### src/rtl/ccff_loader_pkg.sv
// Shared state encoding, default sizing and counter-width helper for the
// configuration-chain loader.
package ccff_loader_pkg;

  typedef enum logic [1:0] {
    ST_IDLE,
    ST_LOAD,
    ST_SHIFT,
    ST_DONE
  } state_e;

  localparam int DEF_CHAIN_LEN = 8;
  localparam int DEF_DATA_W    = 8;

  // Bits needed to hold the values 0..n inclusive.
  function automatic int cnt_width(input int n);
    return (n < 1) ? 1 : $clog2(n + 1);
  endfunction

endpackage

### src/rtl/ccff_word_serializer.sv
// Holds one bitstream word and presents it bit 0 first on a registered
// head output; word_last flags the final bit of the current word.
module ccff_word_serializer
  import ccff_loader_pkg::*;
#(
  parameter int DATA_W = DEF_DATA_W
) (
  input  logic              prog_clk,
  input  logic              prog_reset,
  input  logic              i_load,
  input  logic [0:DATA_W-1] i_data,
  input  logic              i_shift,
  input  logic              i_adv_head,
  output logic              o_head,
  output logic              o_word_last
);

  localparam int WL_W = cnt_width(DATA_W);

  logic [0:DATA_W-1] r_sreg;
  logic [WL_W-1:0]   r_word_left;
  logic              r_head;
  logic [0:DATA_W-1] w_sreg_next;

  // Index 0 is the MSB of an ascending vector, so a left shift brings bit 1 to bit 0.
  assign w_sreg_next = r_sreg << 1;

  always_ff @(posedge prog_clk or posedge prog_reset) begin
    if (prog_reset) begin
      r_sreg      <= '0;
      r_word_left <= '0;
      r_head      <= 1'b0;
    end else if (i_load) begin
      r_sreg      <= i_data;
      r_word_left <= WL_W'(DATA_W);
      r_head      <= i_data[0];
    end else if (i_shift) begin
      r_sreg      <= w_sreg_next;
      r_word_left <= r_word_left - WL_W'(1);
      if (i_adv_head) r_head <= w_sreg_next[0];
    end
  end

  assign o_head      = r_head;
  assign o_word_last = (r_word_left == WL_W'(1));

endmodule

### src/rtl/ccff_bitstream_loader.sv
// Streams bitstream words onto a configuration chain with a registered
// shift-enable, and counts 1s returning on the chain tail.
//
//   state    | meaning
//   ---------+------------------------------------------------------
//   ST_IDLE  | waiting for start
//   ST_LOAD  | in_ready high, waiting for the next word
//   ST_SHIFT | one chain bit shifted per cycle (shift_en high)
//   ST_DONE  | one-cycle done pulse, then back to idle
module ccff_bitstream_loader
  import ccff_loader_pkg::*;
#(
  parameter int CHAIN_LEN = DEF_CHAIN_LEN,
  parameter int DATA_W    = DEF_DATA_W,
  parameter int CNT_W     = cnt_width(CHAIN_LEN)
) (
  input  logic              prog_clk,
  input  logic              prog_reset,
  input  logic              start,
  input  logic              abort,
  input  logic [0:DATA_W-1] in_data,
  input  logic              in_valid,
  output logic              in_ready,
  output logic [0:0]        ccff_head,
  output logic              ccff_shift_en,
  input  logic [0:0]        ccff_tail,
  output logic              busy,
  output logic              done,
  output logic [0:CNT_W-1]  tail_ones
);

  state_e           r_state;
  logic [CNT_W-1:0] r_bits_left;
  logic [CNT_W-1:0] r_tail_ones;
  logic             r_shift_en;
  logic             r_in_ready;
  logic             r_busy;
  logic             r_done;

  logic w_load;
  logic w_shift;
  logic w_last_bit;
  logic w_word_last;
  logic w_adv_head;
  logic w_head;

  assign w_load     = (r_state == ST_LOAD) && in_valid && !abort;
  assign w_shift    = (r_state == ST_SHIFT) && !abort;
  assign w_last_bit = (r_bits_left == CNT_W'(1));
  // The head keeps its last bit whenever shifting pauses (bubble, stall, done).
  assign w_adv_head = w_shift && !w_last_bit && !w_word_last;

  ccff_word_serializer #(
    .DATA_W (DATA_W)
  ) u_serializer (
    .prog_clk    (prog_clk),
    .prog_reset  (prog_reset),
    .i_load      (w_load),
    .i_data      (in_data),
    .i_shift     (w_shift),
    .i_adv_head  (w_adv_head),
    .o_head      (w_head),
    .o_word_last (w_word_last)
  );

  always_ff @(posedge prog_clk or posedge prog_reset) begin
    if (prog_reset) begin
      r_state     <= ST_IDLE;
      r_bits_left <= '0;
      r_shift_en  <= 1'b0;
      r_in_ready  <= 1'b0;
      r_busy      <= 1'b0;
      r_done      <= 1'b0;
    end else if (abort) begin
      r_state    <= ST_IDLE;
      r_shift_en <= 1'b0;
      r_in_ready <= 1'b0;
      r_busy     <= 1'b0;
      r_done     <= 1'b0;
    end else begin
      r_done <= 1'b0;
      case (r_state)
        ST_IDLE: begin
          if (start) begin
            r_state     <= ST_LOAD;
            r_bits_left <= CNT_W'(CHAIN_LEN);
            r_in_ready  <= 1'b1;
            r_busy      <= 1'b1;
          end
        end
        ST_LOAD: begin
          if (in_valid) begin
            r_state    <= ST_SHIFT;
            r_in_ready <= 1'b0;
            r_shift_en <= 1'b1;
          end
        end
        ST_SHIFT: begin
          r_bits_left <= r_bits_left - CNT_W'(1);
          if (w_last_bit) begin
            r_state    <= ST_DONE;
            r_shift_en <= 1'b0;
            r_done     <= 1'b1;
          end else if (w_word_last) begin
            r_state    <= ST_LOAD;
            r_shift_en <= 1'b0;
            r_in_ready <= 1'b1;
          end
        end
        ST_DONE: begin
          r_state <= ST_IDLE;
          r_busy  <= 1'b0;
        end
        default: r_state <= ST_IDLE;
      endcase
    end
  end

  // Tail monitor: cleared when a load starts, kept across abort.
  always_ff @(posedge prog_clk or posedge prog_reset) begin
    if (prog_reset) begin
      r_tail_ones <= '0;
    end else if ((r_state == ST_IDLE) && start && !abort) begin
      r_tail_ones <= '0;
    end else if (r_shift_en && ccff_tail[0] && (r_tail_ones != CNT_W'(CHAIN_LEN))) begin
      r_tail_ones <= r_tail_ones + CNT_W'(1);
    end
  end

  assign in_ready      = r_in_ready;
  assign ccff_head     = w_head;
  assign ccff_shift_en = r_shift_en;
  assign busy          = r_busy;
  assign done          = r_done;
  assign tail_ones     = r_tail_ones;

endmodule

### config.mk
export PLATFORM = sky130hd
export DESIGN_NAME = ccff_bitstream_loader
export DESIGN_NICKNAME = d
export VERILOG_FILES = /design/src/rtl/ccff_loader_pkg.sv /design/src/rtl/ccff_word_serializer.sv /design/src/rtl/ccff_bitstream_loader.sv
export SDC_FILE = /design/constraint.sdc
export NUM_CORES = 1
export LEC_CHECK = 0
export CORE_ASPECT_RATIO = 0.6
export CORE_MARGIN = 2
export CORE_UTILIZATION = 45
export CTS_CLUSTER_DIAMETER = 60
export DETAILED_ROUTE_END_ITERATION = 8
export PLACE_DENSITY_LB_ADDON = 0.25
export SYNTH_ARGS = -nofsm -noshare
export SYNTH_HDL_FRONTEND = slang
export SYNTH_SLANG_ARGS = --single-unit
### constraint.sdc
create_clock -name prog_clk -period 1.6 [get_ports prog_clk]
set_clock_uncertainty 0.05 [all_clocks]
set_input_delay 0.24 -clock prog_clk [delete_from_list [all_inputs] [get_ports prog_clk]]
set_output_delay 0.24 -clock prog_clk [all_outputs]
set_load 0.01 [all_outputs]
==> impl_metrics.env, run 1 <==
export IMPL_yosys_most_used_dff="dfrtp_1"
export IMPL_fp_dieH_um=46.29
export IMPL_ff_latch_area_um2=650.6
export IMPL_nFillCells=251
export IMPL_rsz0062_at_grt="yes"
export IMPL_grtUsageTotal_pct=18.59
export IMPL_die_area_um2=3448
export IMPL_synthAdderAreaFrac_pct=5.597
export IMPL_fin_cells=222
export IMPL_crit_arrival_ns=1.68
export IMPL_cts_buffers=3
export IMPL_setup_viol=0
export IMPL_initial_core_util_pct=47.02
export IMPL_synthDistinctLibCells=41
export IMPL_final_cell_mix="dfrtp_1, nand2_1, clkdlybuf4s50_1"
export IMPL_critical_path_top_delay_family="buffers and inverters"
export IMPL_hpwl_um=2043
export IMPL_min_period_ns=1.565
export IMPL_insertion_delay_ns=0.27
export IMPL_peakVddDrop_v=0.0006448
export IMPL_syn_area_um2=1341
export IMPL_worst_pin_slew_ns=0.4507
export IMPL_io_pin_count=23
export IMPL_drv_cap=0
export IMPL_drt_total_wl_um=2812
export IMPL_diodes=0
export IMPL_critPathSlowestCell="clkdlybuf4s50_1"
export IMPL_top_layer="met4"
export IMPL_path_clk_slew_ns=0.09
export IMPL_die_w_um=74.48
export IMPL_ant_nets=0
export IMPL_nets=201
export IMPL_timing_final_hold_violations=0
export IMPL_power_density_nw_per_um2=1231
export IMPL_cts_root_buf="clkbuf_8"
export IMPL_vias=1105
export IMPL_worstSetupPathType="input port to flip-flop"
export IMPL_gp_congestion=0.8178
export IMPL_drc_errors=0
export IMPL_viasPerCell=4.977
export IMPL_overflow=0
export IMPL_synth_simple_area_share_pct=19.96
export IMPL_firstDrtPassIters=4
export IMPL_io_buffers=22
export IMPL_syn_to_final_growth_pct=36.85
export IMPL_cts_buffer_depth=2
export IMPL_crit_buf_inv=2
export IMPL_worst_ep_required_time_ns=1.71
export IMPL_crit_path_end_kind="flip-flop"
export IMPL_crit_path_cell_trace="clkdlybuf4s50_1 > buf_4 > a2111o_1 > o211ai_1 > mux2_1"
export IMPL_antenna_found_initial=0
export IMPL_holdBufCountCts=0
export IMPL_grt_pass1_vias=1070
export IMPL_synth_area_mux_share_pct=2.332
export IMPL_met1Wirelength_um=1381
export IMPL_cp_max_fo=12
export IMPL_wl_met3_um=141
export IMPL_coreArea_um2=2853
export IMPL_htreeDepth=1
export IMPL_p_leak_nw=0.8164
export IMPL_seq_area_frac_synth_pct=48.51
export IMPL_fmax_ghz=0.6390
export IMPL_fin_crit_sh_pct=97.81
export IMPL_syn_area_per_cell_um2=9.719
export IMPL_hold_path_class="input port to asynchronous set/reset pin"
export IMPL_final_common_cell="dfrtp_1"
export IMPL_wl_per_cell_um=12.67
export IMPL_yosys_register_bits=26
export IMPL_cts_tree="built"
export IMPL_async_flop_share_pct=100.0
export IMPL_multi_input_area_um2=643.1
export IMPL_cp_start_kind="input port"
export IMPL_setup_slack_ns=0.03496
export IMPL_whs_ns=0.2781
export IMPL_maxSlewHeadroom_pct=69.75
export IMPL_grt_pass1_wl_um=4761
export IMPL_synth_top_cell_area_share_pct=48.51
export IMPL_grt_max_degree=27
export IMPL_synth_top_area_cell="dfrtp_1"
export IMPL_drive_gt1_share_pct=19.44
export IMPL_slew_violations=0
export IMPL_synth_xor_area_share_pct=3.265
export IMPL_critPathMaxStageDelay_ns=0.43
export IMPL_placed_cells_incl_taps=217
export IMPL_outcome="finished, final reports clean"
export IMPL_synth_area_leaders="dfrtp_1, nand2_1, ha_1, a22oi_1, nor2_1"
export IMPL_placementRows=15
export IMPL_synth_cells=138
export IMPL_clock_sinks=26
export IMPL_synth_top_family_by_area="simple AND/OR/NAND/NOR gates"
export IMPL_synth_compound_area_share_pct=15.21
export IMPL_place_ws_ns=-0.3071
export IMPL_wl_met2_um=1262
export IMPL_drt_initial_drc_count=94
export IMPL_yosys_warnings=0
export IMPL_syn_nets=158
export IMPL_synth_edf_count=0
## synthesized netlist by cell type, drive strengths merged (2+ instances only)
| library cell | count |
|---|---|
| nor2 | 10 |
| mux2i | 2 |
| a21oi | 5 |
| nor3b | 3 |
| xnor2 | 4 |
| nor4 | 2 |
| a22oi | 6 |
| ha | 6 |
| nand2b | 2 |
| inv | 10 |
| o21ai | 7 |
| clkbuf | 2 |
| nand2 | 23 |
| dfrtp | 26 |
| buf | 4 |
| nor2b | 4 |
## where the power goes
| part | internal [mW] | leakage, nW | switching, mW | total, mW |
|---|---|---|---|---|
| logic | 0.420 | 0.453 | 0.379 | 0.799 |
| clock network | 0.220 | 0.0288 | 0.206 | 0.426 |
| registers | 0.870 | 0.334 | 0.164 | 1.03 |
## timing repair
item	4_1_cts	5_1_grt
pin swaps	0	4
resized for setup	1	7
buffers inserted	0	2
endpoints found under the setup margin	1	6
## worst paths after layout
path                                        startpoint                endpoint  slack, ns  cells past startpoint
worst max register to register              r_state[1]                in_ready       0.05                      4
worst min register to register  u_serializer.r_sreg[2]  u_serializer.r_sreg[2]       0.44                      2
worst min-delay path                        prog_reset          r_bits_left[2]       0.28                      3
min in group prog_clk           u_serializer.r_sreg[2]  u_serializer.r_sreg[2]       0.44                      2
max in group asynchronous                   prog_reset                    done       0.96                      3
worst max-delay path                             abort                in_ready       0.03                      5
## layout make-up
| class | count | area share (%) |
|---|---|---|
| timing repair buffer | 44 | 21.40 |
| clock buffer | 4 | 2.999 |
| sequential | 26 | 35.45 |
| inverter | 11 | 2.249 |
| tap | 42 | 2.863 |
| multi-input combinational | 95 | 35.04 |
## flip-flops by register name, indices dropped and copies added, names as in the netlist
| name | cells |
|---|---|
| u_serializer.r_sreg | 7 |
| r_bits_left | 4 |
| tail_ones | 4 |
| u_serializer.r_word_left | 4 |
| r_state | 2 |
| busy | 1 |
| ccff_shift_en | 1 |
| done | 1 |
| in_ready | 1 |
| u_serializer.o_head | 1 |
## cell families (layout without fill, tap and decap cells)
group,after synthesis,after routing
buf+inv,17,59
compound gates,30,30
xor+xnor,5,5
mux,3,3
fa+ha+maj,6,6
flops,26,26
simple gates,51,51
## per-layer routing
| layer | GRT usage (%) | vias to the layer above |
|---|---|---|
| met3 | 4.814 | 4 |
| li1 | - | 557 |
| met2 | 28.67 | 25 |
| met1 | 25.51 | 519 |
| met5 | 0 | - |
| met4 | 6.786 | 0 |
## worst register-to-register path: cells and delay by family (launching register included)
family,cells,cell delay (ns)
AO/OA/AOI/OAI,2,0.52
buffers and inverters,1,0.14
flip-flops,1,0.39
multiplexers,1,0.33
## per-stage QoR
stage	utilization [%]	total power, mW	cell area, µm²	TNS [ns]
floorplan	-	1.463	1346	0
global placement	61.32	1.772	1749	-2.687
detailed placement	61.32	1.813	1749	-2.787
CTS	63.33	2.248	1807	0
global route	64.34	2.441	1836	-0.02387
finish	64.34	2.259	1836	0
(Power assumes the default switching activity.)
==> run 2: changes to the inputs <==
Settings changed: REMOVE_ABC_BUFFERS set to 1.
Clock period 1.6 ns to 2 ns, I/O delays scaled along.
==> run 2 against run 1 <==
  * Core utilization fell by 3.9 points
  * Sequential share of layout area rose by 2.3 points
  * Register-to-register slack improved by 0.22 ns
  * Clock power fell by 21%
  * Clock-buffer cell count did not move
  * First-iteration DRC count fell by 28%
  * Worst setup slack improved by 0.24 ns
  * Critical path depth did not move
  * Global-route usage fell by 0.94 points
  * Worst hold slack improved by 0.046 ns
==> impl_metrics.env, run 2 (synthesized netlist as in run 1, its figures left out) <==
export IMPL_io_pin_count=23
export IMPL_final_cell_mix="dfrtp_1, nand2_1, clkdlybuf4s50_1"
export IMPL_coreArea_um2=2853
export IMPL_crit_buf_inv=1
export IMPL_cts_buffers=3
export IMPL_viasPerCell=4.934
export IMPL_io_buffers=22
export IMPL_setup_slack_ns=0.2710
export IMPL_path_clk_slew_ns=0.09
export IMPL_place_ws_ns=0.04656
export IMPL_worst_pin_slew_ns=0.4046
export IMPL_cp_max_fo=11
export IMPL_crit_path_cell_trace="or3b_1 > buf_4 > nor4_2 > xnor2_1 > nand2_1"
export IMPL_grt_pass1_wl_um=4471
export IMPL_firstDrtPassIters=4
export IMPL_worst_ep_required_time_ns=2.11
export IMPL_multi_input_area_um2=621.8
export IMPL_fp_dieH_um=46.29
export IMPL_cp_start_kind="flip-flop"
export IMPL_cts_buffer_depth=2
export IMPL_syn_to_final_growth_pct=28.54
export IMPL_largest_reg_flops=7
export IMPL_wl_per_cell_um=12.38
export IMPL_cts_tree="built"
export IMPL_hpwl_um=2003
export IMPL_outcome="finished, final reports clean"
export IMPL_tns_ns=0
export IMPL_drv_cap=0
export IMPL_nFillCells=234
export IMPL_cts_root_buf="clkbuf_8"
export IMPL_worstSetupPathType="flip-flop to flip-flop"
export IMPL_crit_arrival_ns=1.84
export IMPL_diodes=0
export IMPL_p_total_mw=1.705
export IMPL_die_w_um=74.48
export IMPL_drt_initial_drc_count=68
export IMPL_cts_repair_resized=0
export IMPL_post_cts_setup_buffers=0
export IMPL_hold_path_class="input port to asynchronous set/reset pin"
export IMPL_clock_sinks=26
export IMPL_maxSlewHeadroom_pct=72.85
export IMPL_insertion_delay_ns=0.27
export IMPL_drive_gt1_share_pct=11.24
export IMPL_rsz0062_at_grt="no"
export IMPL_peakVddDrop_v=0.0006802
export IMPL_drt_total_wl_um=2613
export IMPL_grt_max_degree=27
export IMPL_die_area_um2=3448
export IMPL_placementRows=15
export IMPL_initial_core_util_pct=47.02
export IMPL_timing_final_hold_violations=0
export IMPL_vias=1041
export IMPL_fmax_ghz=0.5784
export IMPL_slew_violations=0
export IMPL_critPathSlowestCell="dfrtp_1"
export IMPL_critPathMaxStageDelay_ns=0.49
export IMPL_min_period_ns=1.729
export IMPL_setup_viol=0
export IMPL_critical_path_top_delay_family="simple AND/OR/NAND/NOR gates"
export IMPL_power_density_nw_per_um2=988.9
export IMPL_p_leak_nw=0.7537
export IMPL_crit_path_end_kind="flip-flop"
export IMPL_antenna_found_initial=0
export IMPL_ff_latch_area_um2=650.6
export IMPL_gp_congestion=0.8571
export IMPL_drc_errors=0
export IMPL_nets=190
export IMPL_holdBufCountCts=0
export IMPL_fin_crit_sh_pct=86.45
export IMPL_grtUsageTotal_pct=17.65
export IMPL_grt_pass1_vias=991
export IMPL_htreeDepth=1
export IMPL_overflow=0
export IMPL_final_common_cell="dfrtp_1"
export IMPL_top_register="u_serializer.r_sreg"
export IMPL_ant_nets=0
[run 2: cell types whose count changed in the layout (fill, tap and decap cells not counted), sizes merged]
cell  delta
buf     -11
[run 2: path summary, 6_finish.rpt]
| kind | depth (start not counted) | slack, ns | endpoint | start |
|---|---|---|---|---|
| max | 5 | 0.27 | u_serializer.r_word_left[3] | r_state[0] |
| min | 3 | 0.32 | tail_ones[1] | prog_reset |
| max reg2reg | 5 | 0.27 | u_serializer.r_word_left[3] | r_state[0] |
| min reg2reg | 2 | 0.43 | u_serializer.r_sreg[3] | u_serializer.r_sreg[3] |
| max in group asynchronous | 3 | 1.32 | u_serializer.r_sreg[5] | prog_reset |
| min in group prog_clk | 2 | 0.43 | u_serializer.r_sreg[3] | u_serializer.r_sreg[3] |
[run 2: per-stage QoR]
| stage | instance area, µm² | hold WS (ns) | util (%) | std cells |
|---|---|---|---|---|
| 2_1_floorplan | 1314 | 0.2900 | - | 132 |
| 3_3_place_gp | 1669 | 0.4104 | 58.51 | 207 |
| 3_5_place_dp | 1669 | 0.4182 | 58.51 | 207 |
| 4_1_cts | 1724 | 0.3330 | 60.44 | 211 |
| 5_1_grt | 1724 | 0.3733 | 60.44 | 211 |
| 6_report | 1724 | 0.3244 | 60.44 | 211 |
[run 2: worst register-to-register path, delay by kind of cell, from the launching register on]
kind | cells | cell delay, ns
simple gates | 3 | 0.73
flops | 1 | 0.49
buf+inv | 1 | 0.20
xor+xnor | 1 | 0.15
[run 2: cell type report]
cell class | count | share of cell area (%)
inverters | 11 | 2.395
flip-flops and latches | 26 | 37.74
multi-input cells | 95 | 36.07
well taps | 42 | 3.048
clock buffers | 4 | 3.193
repair buffers | 33 | 17.56
[run 2: layer usage]
layer  up-vias  GRT usage [%]  wire length (µm)
li1        533              -                 -
met4         0          5.714                25
met5         -              0                 0
met2        31          26.73              1107
met1       473          24.21              1316
met3         4          5.689               164
[run 2: power by group]
part | internal [mW] | leakage [nW] | switching, mW | total, mW
combinational | 0.278 | 0.391 | 0.252 | 0.530
sequential | 0.696 | 0.334 | 0.142 | 0.838
clock | 0.176 | 0.0288 | 0.161 | 0.337
